==> config.mk <==
export PLATFORM = sky130hd
export DESIGN_NAME = multi_mode_register
export DESIGN_NICKNAME = d
export VERILOG_FILES = /design/src/rtl/multi_mode_register.sv
export SDC_FILE = /design/constraint.sdc
export NUM_CORES = 1
export LEC_CHECK = 0
export ABC_AREA = 1
export CELL_PAD_IN_SITES_DETAIL_PLACEMENT = 1
export CELL_PAD_IN_SITES_GLOBAL_PLACEMENT = 2
export CORE_ASPECT_RATIO = 0.75
export CORE_MARGIN = 3
export CORE_UTILIZATION = 25
export DETAILED_ROUTE_END_ITERATION = 12
export PLACE_DENSITY = 0.87
export SLEW_MARGIN = 20
export SYNTH_ARGS = -nofsm -noshare
export SYNTH_HDL_FRONTEND = slang
export SYNTH_SLANG_ARGS = --single-unit
==> constraint.sdc <==
create_clock -name clk -period 2.15 [get_ports clk]
set_clock_uncertainty 0.15 [all_clocks]
set_input_delay 0.3225 -clock clk [delete_from_list [all_inputs] [get_ports clk]]
set_output_delay 0.3225 -clock clk [all_outputs]
set_load 0.02 [all_outputs]
==> src/rtl/multi_mode_register.sv <==
// General-purpose datapath register: hold/load/clear/inc/dec/shift/rotate with
// registered carry and zero flags. Optional saturation for inc/dec.
module multi_mode_register #(
    parameter int unsigned           WIDTH       = 8,
    parameter logic [WIDTH-1:0]      RESET_VALUE = '0,
    parameter bit                    SATURATE    = 1'b0
) (
    input  logic             clk,
    input  logic             reset,
    input  logic [2:0]       mode,
    input  logic [WIDTH-1:0] data,
    input  logic             serial_in,
    output logic [WIDTH-1:0] out,
    output logic             carry,
    output logic             zero
);

    typedef enum logic [2:0] {
        MODE_HOLD  = 3'b000,
        MODE_LOAD  = 3'b001,
        MODE_CLEAR = 3'b010,
        MODE_INC   = 3'b011,
        MODE_DEC   = 3'b100,
        MODE_SHL   = 3'b101,
        MODE_SHR   = 3'b110,
        MODE_ROL   = 3'b111
    } mode_e;

    localparam logic [WIDTH-1:0] ONE = WIDTH'(1);

    mode_e            mode_sel;
    logic [WIDTH-1:0] out_q, out_d;
    logic             carry_q, carry_d;
    logic             zero_q, zero_d;

    assign mode_sel = mode_e'(mode);

    always_comb begin
        out_d   = out_q;
        carry_d = carry_q;
        case (mode_sel)
            MODE_HOLD: begin
                out_d   = out_q;
                carry_d = carry_q;
            end
            MODE_LOAD: begin
                out_d   = data;
                carry_d = 1'b0;
            end
            MODE_CLEAR: begin
                out_d   = '0;
                carry_d = 1'b0;
            end
            MODE_INC: begin
                carry_d = (out_q == '1);
                // Saturating mode pins the value at all-ones and reports overflow via carry
                if (SATURATE && (out_q == '1)) out_d = out_q;
                else                            out_d = out_q + ONE;
            end
            MODE_DEC: begin
                carry_d = (out_q == '0);
                if (SATURATE && (out_q == '0)) out_d = out_q;
                else                            out_d = out_q - ONE;
            end
            MODE_SHL: begin
                out_d   = {out_q[WIDTH-2:0], serial_in};
                carry_d = out_q[WIDTH-1];
            end
            MODE_SHR: begin
                out_d   = {serial_in, out_q[WIDTH-1:1]};
                carry_d = out_q[0];
            end
            MODE_ROL: begin
                out_d   = {out_q[WIDTH-2:0], out_q[WIDTH-1]};
                carry_d = out_q[WIDTH-1];
            end
            default: begin
                out_d   = out_q;
                carry_d = carry_q;
            end
        endcase
        zero_d = (out_d == '0);
    end

    always_ff @(posedge clk or posedge reset) begin
        if (reset) begin
            out_q   <= RESET_VALUE;
            carry_q <= 1'b0;
            zero_q  <= (RESET_VALUE == '0);
        end else begin
            out_q   <= out_d;
            carry_q <= carry_d;
            zero_q  <= zero_d;
        end
    end

    assign out   = out_q;
    assign carry = carry_q;
    assign zero  = zero_q;

endmodule

==> results.json, run 1 <==
{
  "grt_pass1_vias": 1341,
  "drt_wl_total_mm": 3.82,
  "die_h_um": 63.2,
  "cts_hold_buffers": 0,
  "ys_seq_area_frac": 0.231,
  "row_count": 20,
  "layout_common_cells": "nand2_1 (68), nand3_1 (28), inv_1 (27), clkdlybuf4s50_1 (20), buf_4 (20)",
  "cp_num_cells": 1,
  "groute.usage.overall": 0.159,
  "hold_viol": 0,
  "path_class": "flip-flop to output port",
  "fin_ws_ns": 0.257,
  "syn_inst": 189,
  "num_vias": 1330,
  "maxSlewViolCount": 0,
  "tightest_slew_ns": 0.388,
  "power_density_nw_per_um2": 608,
  "worstPathRequired_ns": 1.68,
  "grt_max_degree": 11,
  "synth_area_um2": 1090,
  "vdd_ir_drop_max_mv": 0.291,
  "tns_ns": 0,
  "drc": 0,
  "cts_max_level": 1,
  "cts_tree": "yes",
  "cts.sinks": 10,
  "area_growth_pct": 43.6,
  "drive_gt1_frac": 0.167,
  "antenna_cells": 0,
  "clock_path_buffers": 2,
  "r2r-start": "out[1]",
  "max_clock_freq_mhz": 528,
  "avgSynthCellArea_um2": 5.77,
  "clkLatencyLatePin_ns": 0.23,
  "cp-end-kind": "output port",
  "finalWeightedCongestion": 0.836,
  "ant_nets": 0,
  "cp_slowest_stage_delay_ns": 0.68,
  "cts_root_buffer": "clkbuf_8",
  "dp_slack_ns": -0.345,
  "worst-path-max-fanout": 8,
  "fp.coreArea_um2": 4130,
  "die_area_um2": 5200,
  "pin_count": 24,
  "max_slew_margin": 0.741,
  "path_cells": "clkdlybuf4s50_1",
  "holdCritPathClass": "input pin to asynchronous set/reset pin",
  "crit_start": "out[0]",
  "ys_seq_elements": 10,
  "crit_slowest_cell": "clkdlybuf4s50_1",
  "leakagePower_nw": 0.839,
  "wl_per_cell_um": 13.3,
  "die_w_um": 82.3,
  "clk_pin_slew_worst_paths_ns": 0.05,
  "cts_made_buffers": 3,
  "finalSetupViolations": 0,
  "antenna_found_initial": 0,
  "cts_setup_buffers": 0,
  "grt_pass1_wl_mm": 6.52,
  "grt-ovfl-total": 0,
  "yosysUniqueCellTypes": 25,
  "hpwl_mm": 3.23,
  "synth_warnings": 0,
  "layout_commonest_cell": "nand2_1",
  "final_nets": 249,
  "min_period_ns": 1.89,
  "nFillCells": 566,
  "start_util": 0.264,
  "viasPerCell": 4.62,
  "r2r_cells": 14,
  "outcome": "finished clean",
  "max_cap_viol_count": 0,
  "path_delay_family": "buffers and inverters",
  "rsz0062_at_grt": "no",
  "synth_nets": 204,
  "drt-initial-drc-count": 66,
  "crit_arrival_ns": 1.42,
  "fin_crit_sh": 0.881,
  "io_buffers": 23,
  "cp_num_buf_inv": 1,
  "start_kind": "flip-flop",
  "drt_pre_antenna_iters": 4
}
==> logic make-up after synthesis <==
kind of cell / Yosys count / share of synthesized area
flops: 10 / 0.231
buf+inv: 34 / 0.138
simple gates: 131 / 0.542
fa+ha+maj: 1 / 0.0115
compound gates: 13 / 0.0780
==> state kept, by name, summed over array words and instances (netlist names) <==
name and cells:
out 8, carry 1, zero 1
==> routing by layer <==
metal | wire length, µm | vias to the layer above | global-route usage | part of all wire
li1 | - | 690 | - | -
met1 | 2090 | 619 | 0.249 | 0.55
met2 | 1590 | 19 | 0.234 | 0.42
met3 | 118 | 2 | 0.0157 | 0.031
met4 | 16 | 0 | 0.0311 | 0.0042
met5 | 0 | - | 0 | 0
==> area by class of cell <==
type,instances,area [µm²],area share
Clock buffer,4,55.1,0.0351
Inverter,30,113,0.0719
Multi-Input combinational cell,145,689,0.440
Sequential cell,10,251,0.161
Tap cell,55,68.8,0.0439
Timing Repair Buffer,44,389,0.248
==> synth_stat cells (all sizes together) <==
master,n,area share
nand3b,1,0.0069
inv,29,0.10
o2111ai,1,0.0080
dfstp,1,0.024
nand2,74,0.27
o31ai,1,0.0069
dfrtp,9,0.21
nor3,4,0.028
buf,4,0.034
o211ai,2,0.014
o21ai,2,0.0092
nor2,18,0.077
ha,1,0.011
o21bai,1,0.0069
nand3,28,0.13
a221oi,1,0.0080
a21oi,4,0.018
clkinv,1,0.0034
a22oi,1,0.0069
nand4,6,0.034
==> per-stage QoR <==
stage               cell area [µm²]  hold slack, ns  power (mW)  cells  utilization
floorplan                      1090          0.0120       0.521    189            -
global placement               1520           0.371       0.719    284        0.369
detailed placement             1520           0.374       0.726    284        0.369
CTS                            1570           0.238       0.961    288        0.381
global route                   1570           0.256        1.03    288        0.379
finish                         1570           0.221       0.953    288        0.379
==> final timing paths <==
kind,to,slack [ns]
worst max-delay path,out[0],0.26
worst min-delay path,out[0],0.22
worst max register to register,zero,0.27
worst min register to register,carry,0.38
max in group asynchronous,zero,1.31
min in group clk,carry,0.38
==> power by group <==
group	total (mW)	internal [mW]	switching [mW]
Sequential	0.275	0.221	0.0544
Combinational	0.448	0.186	0.263
Clock	0.229	0.161	0.0689
==> repair_timing <==
item,CTS,global route
endpoints found under the setup margin,1,1
gates resized for setup,3,4
pin swaps,0,1
No activity file was read; power rests on OpenSTA's default activity.
==> inputs of run 2 (changes only) <==
--- a/config.mk
+++ b/config.mk
@@ -11,8 +11,10 @@
 export CORE_ASPECT_RATIO = 0.75
 export CORE_MARGIN = 3
 export CORE_UTILIZATION = 25
+export CTS_CLUSTER_SIZE = 8
 export DETAILED_ROUTE_END_ITERATION = 12
 export PLACE_DENSITY = 0.87
+export SKIP_CTS_REPAIR_TIMING = 1
 export SLEW_MARGIN = 20
 export SYNTH_ARGS = -nofsm -noshare
 export SYNTH_HDL_FRONTEND = slang
==> constraint.sdc (replaced) <==
create_clock -name clk -period 2.15 [get_ports clk]
set_clock_uncertainty 0.15 [all_clocks]
set_input_delay 0.43 -clock clk [delete_from_list [all_inputs] [get_ports clk]]
set_output_delay 0.43 -clock clk [all_outputs]
set_load 0.02 [all_outputs]
==> run 2 against run 1 <==
Net effect:
- flip-flop and latch count unchanged
- combinational power hardly changed
- non-clock buffer count unchanged
- largest power group unchanged
- wire length is 0.29% higher
==> results.json, run 2 (same netlist as run 1, synthesis figures left out) <==
{
  "vdd_ir_drop_max_mv": 0.475,
  "die_area_um2": 5200,
  "max_cap_viol_count": 0,
  "grt_pass1_wl_mm": 6.58,
  "io_buffers": 23,
  "max_clock_freq_mhz": 501,
  "r2r_end": "zero",
  "cts_max_level": 1,
  "grt_pass1_vias": 1374,
  "clk_pin_slew_worst_paths_ns": 0.05,
  "drc": 0,
  "max_slew_margin": 0.745,
  "grt_max_degree": 11,
  "maxSlewViolCount": 0,
  "cp-end-kind": "output port",
  "largest_reg_flops": 8,
  "tightest_slew_ns": 0.382,
  "path_class": "flip-flop to output port",
  "viasPerCell": 4.59,
  "cp_num_buf_inv": 1,
  "worst-path-max-fanout": 8,
  "grt-ovfl-total": 0,
  "finalSetupViolations": 0,
  "layout_commonest_cell": "nand2_1",
  "fp.coreArea_um2": 4130,
  "antenna_cells": 0,
  "start_kind": "flip-flop",
  "hold_viol": 0,
  "cp_slowest_stage_delay_ns": 0.67,
  "layout_common_cells": "nand2_1 (68), inv_1 (27), nand3_1 (27), clkdlybuf4s50_1 (20), buf_4 (20)",
  "start_util": 0.264,
  "area_growth_pct": 44.4,
  "fin_ws_ns": 0.152,
  "cts_made_buffers": 3,
  "finalWeightedCongestion": 0.836,
  "r2r-start": "out[1]",
  "crit_slowest_cell": "clkdlybuf4s50_1",
  "r2r_cells": 14,
  "outcome": "finished clean",
  "cts.sinks": 10,
  "path_delay_family": "buffers and inverters",
  "groute.usage.overall": 0.161,
  "min_period_ns": 2.00,
  "worstPathRequired_ns": 1.57,
  "hpwl_mm": 3.27,
  "r2r_slack_ns": 0.24,
  "drt-initial-drc-count": 24,
  "leakagePower_nw": 0.847,
  "row_count": 20,
  "holdCritPathClass": "input pin to asynchronous set/reset pin",
  "p_total_mw": 0.956,
  "die_h_um": 63.2,
  "drt_pre_antenna_iters": 4,
  "antenna_found_initial": 0,
  "final_area_um2": 1580,
  "post_dp_cell_area_um2": 1520,
  "final_nets": 249,
  "ant_nets": 0,
  "dp_slack_ns": -0.451,
  "drive_gt1_frac": 0.172,
  "die_w_um": 82.3,
  "path_cells": "clkdlybuf4s50_1",
  "pin_count": 24,
  "drt_wl_total_mm": 3.83,
  "power_density_nw_per_um2": 607,
  "rsz0062_at_grt": "no",
  "num_vias": 1323,
  "cts_tree": "yes",
  "clkLatencyLatePin_ns": 0.23,
  "dp.cells": 284,
  "fin_crit_sh": 0.929,
  "wl_per_cell_um": 13.3,
  "cts_root_buffer": "clkbuf_8",
  "crit_arrival_ns": 1.42,
  "clock_path_buffers": 2,
  "fin_util": 0.382,
  "layout.cells.non_filler": 288
}
## run 2: cell types whose count changed in the layout (fill, tap and decap cells not counted), sizes merged
| cell | before | now |
|---|---|---|
| dlygate4sd2 | 1 | 0 |
| dlymetal6s2s | 0 | 1 |
## run 2: per-layer routing
metal | up-vias | GRT usage | wire length, µm
li1 | 692 | - | -
met3 | 2 | 0.0200 | 110
met5 | - | 0 | 0
met4 | 0 | 0.0270 | 16
met2 | 19 | 0.232 | 1590
met1 | 610 | 0.253 | 2110
## run 2: cell type report
class	count	area, µm²
multi-input cells	145	694
fillers	568	2550
flip-flops and latches	10	251
well taps	55	68.8
clock buffers	4	55.1
inverters	30	113
repair buffers	44	393
## run 2: power by group
part           leakage (nW)  switching, mW  total, mW  internal, mW
Combinational         0.694          0.260      0.446         0.186
Clock                0.0288         0.0720      0.233         0.161
Sequential            0.125         0.0565      0.277         0.221
## run 2: how the worst max path moves through the flow
stage                       start     end  slack, ns  cells past startpoint
after floorplan           mode[0]    zero       0.08                     17
after global placement    mode[1]    zero      -0.38                     15
after detailed placement  mode[1]    zero      -0.45                     15
after CTS                 mode[1]    zero      -0.22                     15
after global routing      mode[1]    zero       0.01                     17
final                      out[0]  out[0]       0.15                      1
## run 2: through the flow
stage          hold slack (ns)  TNS [ns]
2_1_floorplan            0.119         0
3_3_place_gp             0.371     -1.51
3_5_place_dp             0.374     -1.96
4_1_cts                  0.341    -0.444
5_1_grt                  0.363         0
6_report                 0.320         0
